<file path="config.mk">
export PLATFORM = sky130hd
export DESIGN_NAME = tx_engine_flat
export DESIGN_NICKNAME = d
export VERILOG_FILES = /design/src/rtl/tx_engine_pkg.sv /design/src/rtl/tx_engine_if.sv /design/src/rtl/tx_bit_timer.sv /design/src/rtl/tx_engine.sv /design/src/flat_wrapper.sv
export SDC_FILE = /design/constraint.sdc
export NUM_CORES = 1
export LEC_CHECK = 0
export ABC_AREA = 1
export BUFFER_PORTS_ARGS = -buffer_cell sky130_fd_sc_hd__clkbuf_2
export CAP_MARGIN = 20
export CORE_ASPECT_RATIO = 2
export CORE_MARGIN = 4
export CORE_UTILIZATION = 58
export CTS_BUF_LIST = sky130_fd_sc_hd__clkbuf_16
export DETAILED_ROUTE_END_ITERATION = 8
export GPL_TIMING_DRIVEN = 0
export PLACE_DENSITY_LB_ADDON = 0.1
export SYNTH_ARGS = -nofsm -noshare
export SYNTH_HDL_FRONTEND = slang
export SYNTH_SLANG_ARGS = --single-unit
export TNS_END_PERCENT = 50
</file>
<file path="constraint.sdc">
create_clock -name Clk -period 3.1 [get_ports Clk]
set_clock_uncertainty 0.15 [all_clocks]
set_input_delay 0.155 -clock Clk [delete_from_list [all_inputs] [get_ports Clk]]
set_output_delay 0.155 -clock Clk [all_outputs]
set_load 0.01 [all_outputs]
</file>
<file path="src/rtl/tx_engine_pkg.sv">
// Shared UART definitions: frame geometry, FSM state encoding and the parity
// function used by both the transmit engine and the receiver's error check.
package tx_engine_pkg;

    localparam int FRAME_BITS = 11;
    localparam int BAUD_W     = 18;
    localparam int BIDX_W     = 4;
    localparam logic [BIDX_W-1:0] LAST_BIT = BIDX_W'(FRAME_BITS - 1);

    typedef enum logic {
        ST_IDLE  = 1'b0,
        ST_SHIFT = 1'b1
    } tx_state_e;

    // Even parity over the data bits in use, inverted for odd parity.
    function automatic logic uart_parity(input logic [7:0] data,
                                         input logic       bit8_en,
                                         input logic       odd_en);
        logic p;
        p = bit8_en ? ^data : ^data[6:0];
        return p ^ odd_en;
    endfunction

endpackage

</file>
<file path="src/rtl/tx_engine_if.sv">
// Core-side bus of the UART transmit engine: write strobe, byte, line
// configuration and the serial/status outputs.
interface tx_engine_if;
    import tx_engine_pkg::*;

    logic              wr_strb;
    logic [7:0]        Tx_data;
    logic              parity_en;
    logic              bit8_en;
    logic              odd_en;
    logic [BAUD_W-1:0] Baud_val;
    logic              Tx;
    logic              Tx_rdy;
    logic              Tx_done;

    modport master (
        output wr_strb, Tx_data, parity_en, bit8_en, odd_en, Baud_val,
        input  Tx, Tx_rdy, Tx_done
    );

    modport slave (
        input  wr_strb, Tx_data, parity_en, bit8_en, odd_en, Baud_val,
        output Tx, Tx_rdy, Tx_done
    );

endinterface

</file>
<file path="src/rtl/tx_bit_timer.sv">
// Bit-time counter: while run is high, raises btu once every Baud_val clocks
// (Baud_val of 0 behaves as 1).
module tx_bit_timer
    import tx_engine_pkg::*;
#(
    parameter int CNT_W = BAUD_W
) (
    input  logic             Clk,
    input  logic             Rst,
    input  logic             run,
    input  logic [CNT_W-1:0] Baud_val,
    output logic             btu
);

    logic [CNT_W-1:0] r_cnt;
    logic [CNT_W-1:0] w_limit;
    logic             w_wrap;

    // >= rather than == so a mid-frame drop in Baud_val cannot strand the counter.
    assign w_limit = (Baud_val == '0) ? '0 : Baud_val - CNT_W'(1);
    assign w_wrap  = (r_cnt >= w_limit);
    assign btu     = run & w_wrap;

    always_ff @(posedge Clk) begin
        if (Rst || !run) begin
            r_cnt <= '0;
        end else if (w_wrap) begin
            r_cnt <= '0;
        end else begin
            r_cnt <= r_cnt + CNT_W'(1);
        end
    end

endmodule

</file>
<file path="src/rtl/tx_engine.sv">
// UART transmit engine: latches one byte plus line configuration per accepted
// strobe and shifts an 11-bit-time RS232 frame out LSB-first on Tx.
module tx_engine
    import tx_engine_pkg::*;
(
    input  logic        Clk,
    input  logic        Rst,
    tx_engine_if.slave  bus
);

    tx_state_e               r_state;
    tx_state_e               w_state_nxt;
    logic [FRAME_BITS-1:0]   r_shift;
    logic [FRAME_BITS-1:0]   w_frame;
    logic [BIDX_W-1:0]       r_bidx;
    logic                    r_done;
    logic                    w_par;
    logic                    w_btu;
    logic                    w_run;
    logic                    w_load;
    logic                    w_last;

    tx_bit_timer #(.CNT_W(BAUD_W)) u_timer (
        .Clk      (Clk),
        .Rst      (Rst),
        .run      (w_run),
        .Baud_val (bus.Baud_val),
        .btu      (w_btu)
    );

    // Slots not claimed by data or parity become extra stop bits.
    always_comb begin
        w_par      = uart_parity(bus.Tx_data, bus.bit8_en, bus.odd_en);
        w_frame    = '1;
        w_frame[0] = 1'b0;
        w_frame[7:1] = bus.Tx_data[6:0];
        if (bus.bit8_en) begin
            w_frame[8] = bus.Tx_data[7];
        end else if (bus.parity_en) begin
            w_frame[8] = w_par;
        end
        if (bus.bit8_en && bus.parity_en) begin
            w_frame[9] = w_par;
        end
    end

    always_comb begin
        w_state_nxt = r_state;
        w_load      = 1'b0;
        w_last      = 1'b0;
        w_run       = 1'b0;
        case (r_state)
            ST_IDLE: begin
                if (bus.wr_strb) begin
                    w_load      = 1'b1;
                    w_state_nxt = ST_SHIFT;
                end
            end
            ST_SHIFT: begin
                w_run = 1'b1;
                if (w_btu && (r_bidx == LAST_BIT)) begin
                    w_last      = 1'b1;
                    w_state_nxt = ST_IDLE;
                end
            end
            default: w_state_nxt = ST_IDLE;
        endcase
    end

    always_ff @(posedge Clk) begin
        if (Rst) begin
            r_state <= ST_IDLE;
            r_shift <= '1;
            r_bidx  <= '0;
            r_done  <= 1'b0;
        end else begin
            r_state <= w_state_nxt;
            r_done  <= w_last;
            if (w_load) begin
                r_shift <= w_frame;
                r_bidx  <= '0;
            end else if (w_run && w_btu) begin
                r_shift <= {1'b1, r_shift[FRAME_BITS-1:1]};
                r_bidx  <= w_last ? '0 : r_bidx + BIDX_W'(1);
            end
        end
    end

    assign bus.Tx      = r_shift[0];
    assign bus.Tx_rdy  = (r_state == ST_IDLE);
    assign bus.Tx_done = r_done;

endmodule

</file>
<file path="src/flat_wrapper.sv">
// flat-port wrapper written by rule: the top's interface ports become plain ports
module tx_engine_flat import tx_engine_pkg::*;
  (Clk, Rst, bus_wr_strb, bus_Tx_data, bus_parity_en, bus_bit8_en, bus_odd_en, bus_Baud_val, bus_Tx, bus_Tx_rdy, bus_Tx_done);
  tx_engine_if bus_i ();
  input  logic Clk;
  input  logic Rst;
  input wire logic [$bits(bus_i.wr_strb)-1:0] bus_wr_strb;
  input wire logic [$bits(bus_i.Tx_data)-1:0] bus_Tx_data;
  input wire logic [$bits(bus_i.parity_en)-1:0] bus_parity_en;
  input wire logic [$bits(bus_i.bit8_en)-1:0] bus_bit8_en;
  input wire logic [$bits(bus_i.odd_en)-1:0] bus_odd_en;
  input wire logic [$bits(bus_i.Baud_val)-1:0] bus_Baud_val;
  output wire logic [$bits(bus_i.Tx)-1:0] bus_Tx;
  output wire logic [$bits(bus_i.Tx_rdy)-1:0] bus_Tx_rdy;
  output wire logic [$bits(bus_i.Tx_done)-1:0] bus_Tx_done;
  assign bus_i.wr_strb = bus_wr_strb;
  assign bus_i.Tx_data = bus_Tx_data;
  assign bus_i.parity_en = bus_parity_en;
  assign bus_i.bit8_en = bus_bit8_en;
  assign bus_i.odd_en = bus_odd_en;
  assign bus_i.Baud_val = bus_Baud_val;
  assign bus_Tx = bus_i.Tx;
  assign bus_Tx_rdy = bus_i.Tx_rdy;
  assign bus_Tx_done = bus_i.Tx_done;
  tx_engine u_core (.Clk(Clk), .Rst(Rst), .bus(bus_i));
endmodule
</file>
==> results of run 1 <==
-- layout by cell type (no fill, tap or decap), types with 2 or more instances in the layout --
cell,netlist,routed
nand4_1,4,4
xor2_1,15,15
nor3_1,5,5
clkbuf_2,0,34
nand2_2,3,3
nand3_2,2,3
nor2_4,4,5
o21ai_0,12,12
buf_2,2,2
nand3_1,46,45
nand2_4,2,2
a21oi_1,16,16
inv_1,52,51
nand3b_1,2,2
nand2_1,104,104
nor2_2,7,9
xnor2_1,4,4
clkbuf_16,0,5
nor2_1,45,42
or2_2,5,5
ha_1,23,23
a21o_1,3,3
clkbuf_1,3,3
nor4_2,2,3
dfxtp_1,34,34
-- synth_stat cells --
cell / count / share of area, %
a21o_1: 3 / 0.83
a21oi_1: 16 / 3.0
and2_1: 1 / 0.23
buf_1: 1 / 0.14
buf_2: 2 / 0.37
buf_6: 1 / 0.41
clkbuf_1: 3 / 0.41
dfxtp_1: 34 / 25
ha_1: 23 / 11
inv_1: 52 / 7.2
nand2_1: 104 / 14
nand2_2: 3 / 0.69
nand2_4: 2 / 0.83
nand3_1: 46 / 8.5
nand3_2: 2 / 0.74
nand3_4: 1 / 0.65
nand3b_1: 2 / 0.55
nand4_1: 4 / 0.92
nand4_2: 1 / 0.46
nand4_4: 1 / 0.78
nor2_1: 45 / 6.2
nor2_2: 7 / 1.6
nor2_4: 4 / 1.7
nor3_1: 5 / 0.92
nor3_2: 1 / 0.37
nor3_4: 1 / 0.60
nor3b_1: 1 / 0.28
nor3b_2: 1 / 0.46
nor4_1: 2 / 0.46
nor4_2: 2 / 0.92
o211ai_1: 1 / 0.28
o21ai_0: 12 / 2.2
or2_2: 5 / 1.2
xnor2_1: 4 / 1.3
xor2_1: 15 / 4.8
-- tightest hold or removal path: stages --
cell	delay, ns
clkbuf_2	0.10
nand2_1	0.06
o21ai_0	0.07
nand2_1	0.05
-- power by group --
part | internal, mW | total [mW] | switching (mW) | leakage (nW)
combinational | 0.0705 | 0.182 | 0.111 | 1.22
clock | 0.293 | 0.483 | 0.189 | 0.0672
sequential | 0.453 | 0.464 | 0.0104 | 0.277
-- area by class of cell --
cell class	instances	area (sq um)	share of cell area (%)
clock inverter	3	16.27	0.5200
multi-input combinational	315	1826	58.36
tap	55	68.82	2.200
inverter	52	195.2	6.240
timing repair buffer	35	180.2	5.760
sequential	34	680.7	21.76
clock buffer	5	125.1	4.000
buffer	7	36.28	1.160
-- sequential cells by signal (all words and copies together) (netlist names) --
| register | cells |
|---|---|
| u_core.bus.Tx_done | 1 |
| u_core.r_bidx | 4 |
| u_core.r_shift | 10 |
| u_core.r_state | 1 |
| u_core.u_timer.r_cnt | 18 |
-- kinds of logic (layout without fill, tap and decap cells) --
logic type	count (synthesis)	in the layout	share of synthesized area [%]
AO/OA/AOI/OAI	32	32	6.270
AND/OR/NAND/NOR	241	241	43.38
flip-flops	34	34	25.08
XOR/XNOR	19	19	6.132
buffers and inverters	59	102	8.529
adder cells (fa/ha/maj)	23	23	10.60
-- metrics by stage --
step                TNS (ns)  cell area [sq um]
CTS                        0               3104
global route               0               3128
finish                     0               3128
detailed placement    -1.728               2953
global placement     -0.3643               2953
floorplan                  0               2714
-- what timing repair did --
item | in CTS | in global routing
resized for setup | 0 | 7
endpoints found under the hold margin | 3 | 0
hold buffers | 1 | 0
endpoints found under the setup margin | 0 | 24
-- metal layers --
layer | track usage (%) | vias to the layer above | part of all wire (%)
li1 | - | 1397 | -
met1 | 20.52 | 1179 | 37
met2 | 44.47 | 58 | 56
met3 | 2.101 | 20 | 2.4
met4 | 14.77 | 0 | 4.6
met5 | 0 | - | 0
-- path summary, 6_finish.rpt --
path | to | slack, ns
max reg2reg | u_core.r_shift[4] | 1.04
min | u_core.r_shift[9] | 0.05
max | u_core.r_shift[4] | 0.31
min reg2reg | u_core.r_shift[9] | 0.32
==> results.cfg, run 1 <==
[grt]
grt_start_max_net_pins = 12
grt_pass1_vias = 2670
grt_first_pass_wirelength_um = 10780
grt_usage_pct = 22.56
grt-ovfl-total = 0
antenna_found_initial = 0

[outcome]
outcome = finished, final reports clean

[power]
ir_drop_uv = 402.4
leakage_nw = 1.562
fin_total_pwr_mw = 1.128
powerDensity_mw_per_mm2 = 360.6

[sta]
fmax_mhz = 358.6
hold_ws_ns = 0.04728
slew_headroom_pct = 67.50
rsz0062_at_grt = no
final.setup.worst_slack_ns = 0.3116
fin_crit_sh_pct = 89.95
setup_violations = 0
min_period_ns = 2.788
slew_viol_final = 0
worstMarginPinSlew_ns = 0.4875
finalHoldViolCount = 0

[synth]
yosys_warnings = 0
synth_seq_cells = 34
synth_area_sq_mm = 0.002714
synthCells = 408
yosysUniqueCellTypes = 35
synth_fp_nets = 463
ys_seq_area_share_pct = 25.08
synth_area_per_cell_sq_um = 6.652

[min_path]
hp-class = in2reg
hold_start = bus_bit8_en
min_delay_path_depth = 4

[critical_path]
critPathTopFamily = simple AND/OR/NAND/NOR gates
endpoint_kind = flip-flop
critPathSlowestCell = ha_1
path_max_fanout = 10
cp-start-kind = input pin
cp_data_arrival_time_ns = 2.78
worstSetupStartpoint = bus_Baud_val[0]
cp.depth = 22
path_cells = clkbuf_2, inv_1, ha_1, nand2_1, nor2_2, inv_2, nor2_4, nand3_1, nor2_2, o21ai_0, a21o_1, ha_1, nand2_1, nor2_2, nand3_1, nor2_2, nor2_4, nand2_4, nand2_4, buf_6, nand3_1, nand3_1
critPathMaxStageDelay_ns = 0.26
worstPathRequired_ns = 3.09
reg2reg_depth = 14
r2r-start = u_core.u_timer.r_cnt[0]
crit_buf_inv = 4
worstSetupPathType = in2reg

[cells_and_area]
final_cells = 506
n_antenna_cell = 0
fin_nets = 505
num-fill-cells = 429
area_growth_pct = 15.26
layout-drive-gt1-share_pct = 17.96
fin_util_pct = 68.68

[drt]
vias = 2654
wl_per_cell_um = 12.13
drt_iter0_drc = 97
viasPerCell = 5.245
drc = 0
totalWireLength_um = 6139
drtPass1Iterations = 4
antenna_left = 0

[place]
post-place-ws_ns = -0.1209
place_congestion = 0.8975
post-dp-hpwl_um = 5005
portBuffers = 34
place_inst = 497

[cts]
post-cts-setup-buffers = 0
clk_path_buf_depth = 2
cts.sinks = 34
cts_root_buf = clkbuf_16
cts.reportedPaths.clkPinSlew_ns = 0.06
cts_max_level = 2
cts_inserted_buffers = 5
cts_tree = done
clkLatencyLatePin_ns = 0.28

[floorplan]
die_h_um = 104.7
io_pins = 35
row_count = 35
core_area_sq_mm = 0.004554
die-width_um = 56.37
initial_core_util_pct = 59.59
die-area_sq_mm = 0.005904

[flow_run]
drv_cap = 0
Power figures use the tool's default switching activity.
==> inputs of run 2 (changes only) <==
--- a/config.mk
+++ b/config.mk
@@ -6,6 +6,7 @@
 export NUM_CORES = 1
 export LEC_CHECK = 0
 export ABC_AREA = 1
+export ABC_CLOCK_PERIOD_IN_PS = 3100
 export BUFFER_PORTS_ARGS = -buffer_cell sky130_fd_sc_hd__clkbuf_2
 export CAP_MARGIN = 20
 export CORE_ASPECT_RATIO = 2
@@ -13,7 +14,6 @@
 export CORE_UTILIZATION = 58
 export CTS_BUF_LIST = sky130_fd_sc_hd__clkbuf_16
 export DETAILED_ROUTE_END_ITERATION = 8
-export GPL_TIMING_DRIVEN = 0
 export PLACE_DENSITY_LB_ADDON = 0.1
 export SYNTH_ARGS = -nofsm -noshare
 export SYNTH_HDL_FRONTEND = slang
==> results.cfg, run 2 (synthesis results as in run 1) <==
[cells_and_area]
seqCellArea_sq_um = 680.7
largest_reg_flops = 18
reg.largest.list = u_core.u_timer.r_cnt: 18 flops, u_core.r_shift: 10 flops, u_core.r_bidx: 4 flops
final_common_cell = nand2_1
layout-drive-gt1-share_pct = 17.59
fin_nets = 503
mostFrequentLayoutCells = nand2_1 (104), inv_1 (53), nand3_1 (45)
area_growth_pct = 14.98
multi_input_area_sq_mm = 0.001821
final_area_sq_mm = 0.003120
num-fill-cells = 420
top_register = u_core.u_timer.r_cnt
n_antenna_cell = 0

[drt]
totalWireLength_um = 6101
wl_per_cell_um = 12.11
drt_iter0_drc = 110
antenna_left = 0
drtPass1Iterations = 4
drc = 0
vias = 2672
viasPerCell = 5.302

[critical_path]
endpoint_kind = flip-flop
r2r-start = u_core.u_timer.r_cnt[9]
path_cells = clkbuf_2, inv_1, ha_1, nand2_1, nor2_1, inv_1, nor4_2, a21oi_1, or2_2, ha_1, nand2_1, nor2_1, nand3_1, nor2_2, nor2_4, nand2_4, nand2_4, nand2_2, o21ai_0, nand2_1
worstPathRequired_ns = 3.17
crit_top_cell = nand2_1
critPathSlowestCell = or2_2
path_max_fanout = 13
cp-start-kind = input pin
r2r_end = u_core.r_shift[6]
reg2reg_depth = 10
cp_data_arrival_time_ns = 2.90
ff2ff_setup_slack_ns = 0.96
worstSetupPathType = in2reg
critPathMaxStageDelay_ns = 0.29

[place]
post-place-ws_ns = -0.09939
post-dp-hpwl_um = 4964
portBuffers = 34
dpl_cell_area_sq_mm = 0.002954
place_congestion = 0.9078

[sta]
fmax_mhz = 353.8
final.setup.worst_slack_ns = 0.2737
rsz0062_at_grt = no
worstMarginPinSlew_ns = 0.5104
min_period_ns = 2.826
fin_setup_tns_ns = 0
finalHoldViolCount = 0
slew_viol_final = 0
fin_crit_sh_pct = 91.17
hold_ws_ns = 0.04086
slew_headroom_pct = 65.93
setup_violations = 0

[cts]
cts_tree = done
cts_max_level = 2
cts_inserted_buffers = 5
cts_root_buf = clkbuf_16
clk_path_buf_depth = 2
clkLatencyLatePin_ns = 0.28
cts.reportedPaths.clkPinSlew_ns = 0.05
cts.sinks = 34

[min_path]
min_delay_path_depth = 4
hold_start = bus_bit8_en
min_to = u_core.r_shift[9]
hp-class = in2reg

[floorplan]
row_count = 35
initial_core_util_pct = 59.59
die_h_um = 104.7
io_pins = 35
core_area_sq_mm = 0.004554
die-width_um = 56.37
die-area_sq_mm = 0.005904

[grt]
grt_usage_pct = 22.45
antenna_found_initial = 0
grt_first_pass_wirelength_um = 10780
grt_pass1_vias = 2625
grt-ovfl-total = 0
grt_start_max_net_pins = 24

[power]
powerDensity_mw_per_mm2 = 354.7
leakage_nw = 1.575
ir_drop_uv = 389.5

[flow_run]
drv_cap = 0

[outcome]
outcome = finished, final reports clean
run 2: metal layers:
metal / vias to the layer above / share of wire, % / wire length [um] / GRT usage [%]
met1: 1193 / 36 / 2198 / 21.02
met2: 58 / 56 / 3407 / 44.30
met5: - / 0 / 0 / 0
met4: 0 / 5.3 / 326 / 12.90
met3: 28 / 2.8 / 168 / 2.349
li1: 1393 / - / - / -
run 2: final cells by class:
type / instances / area share (%)
multi-input cells: 315 / 58.34
flip-flops and latches: 34 / 21.81
repair buffers: 40 / 6.977
inverters: 52 / 6.255
clock buffers: 5 / 4.010
well taps: 55 / 2.205
clock inverters: 3 / 0.4010
run 2: how the worst max path moves through the flow:
stage               startpoint  slack (ns)                 to  cells past startpoint
3_5_place_dp   bus_Baud_val[0]        -0.1  u_core.r_shift[9]                     20
4_1_cts        bus_Baud_val[0]        0.17  u_core.r_shift[9]                     20
2_1_floorplan  bus_Baud_val[0]        0.44  u_core.r_shift[1]                     21
6_report       bus_Baud_val[0]        0.27  u_core.r_shift[9]                     20
3_3_place_gp   bus_Baud_val[0]       -0.03  u_core.r_shift[9]                     20
5_1_grt        bus_Baud_val[5]        0.02  u_core.r_shift[2]                     19
run 2: critical path, delay by kind of cell:
| family | cells | cell delay, ns |
|---|---|---|
| buf+inv | 3 | 0.33 |
| compound gates | 2 | 0.18 |
| simple gates | 13 | 1.75 |
| fa+ha+maj | 2 | 0.46 |
run 2: stage by stage:
step                std cells  utilization (%)  power [mW]
global route              504            68.52       1.170
floorplan                 408                -      0.5906
CTS                       504            68.10       1.115
detailed placement        495            64.86      0.6517
finish                    504            68.52       1.107
global placement          495            64.86      0.6468
run 2: report_power, final:
group | internal (mW) | total [mW] | switching, mW
combinational | 0.0704 | 0.177 | 0.106
clock | 0.290 | 0.462 | 0.172
sequential | 0.454 | 0.468 | 0.0149
total | 0.814 | 1.11 | 0.293
run 2: timing repair:
action,CTS,global route
endpoints found under the hold margin,3,0
resized for setup,0,4
endpoints found under the setup margin,0,17
setup buffers,0,0
hold buffers,1,0
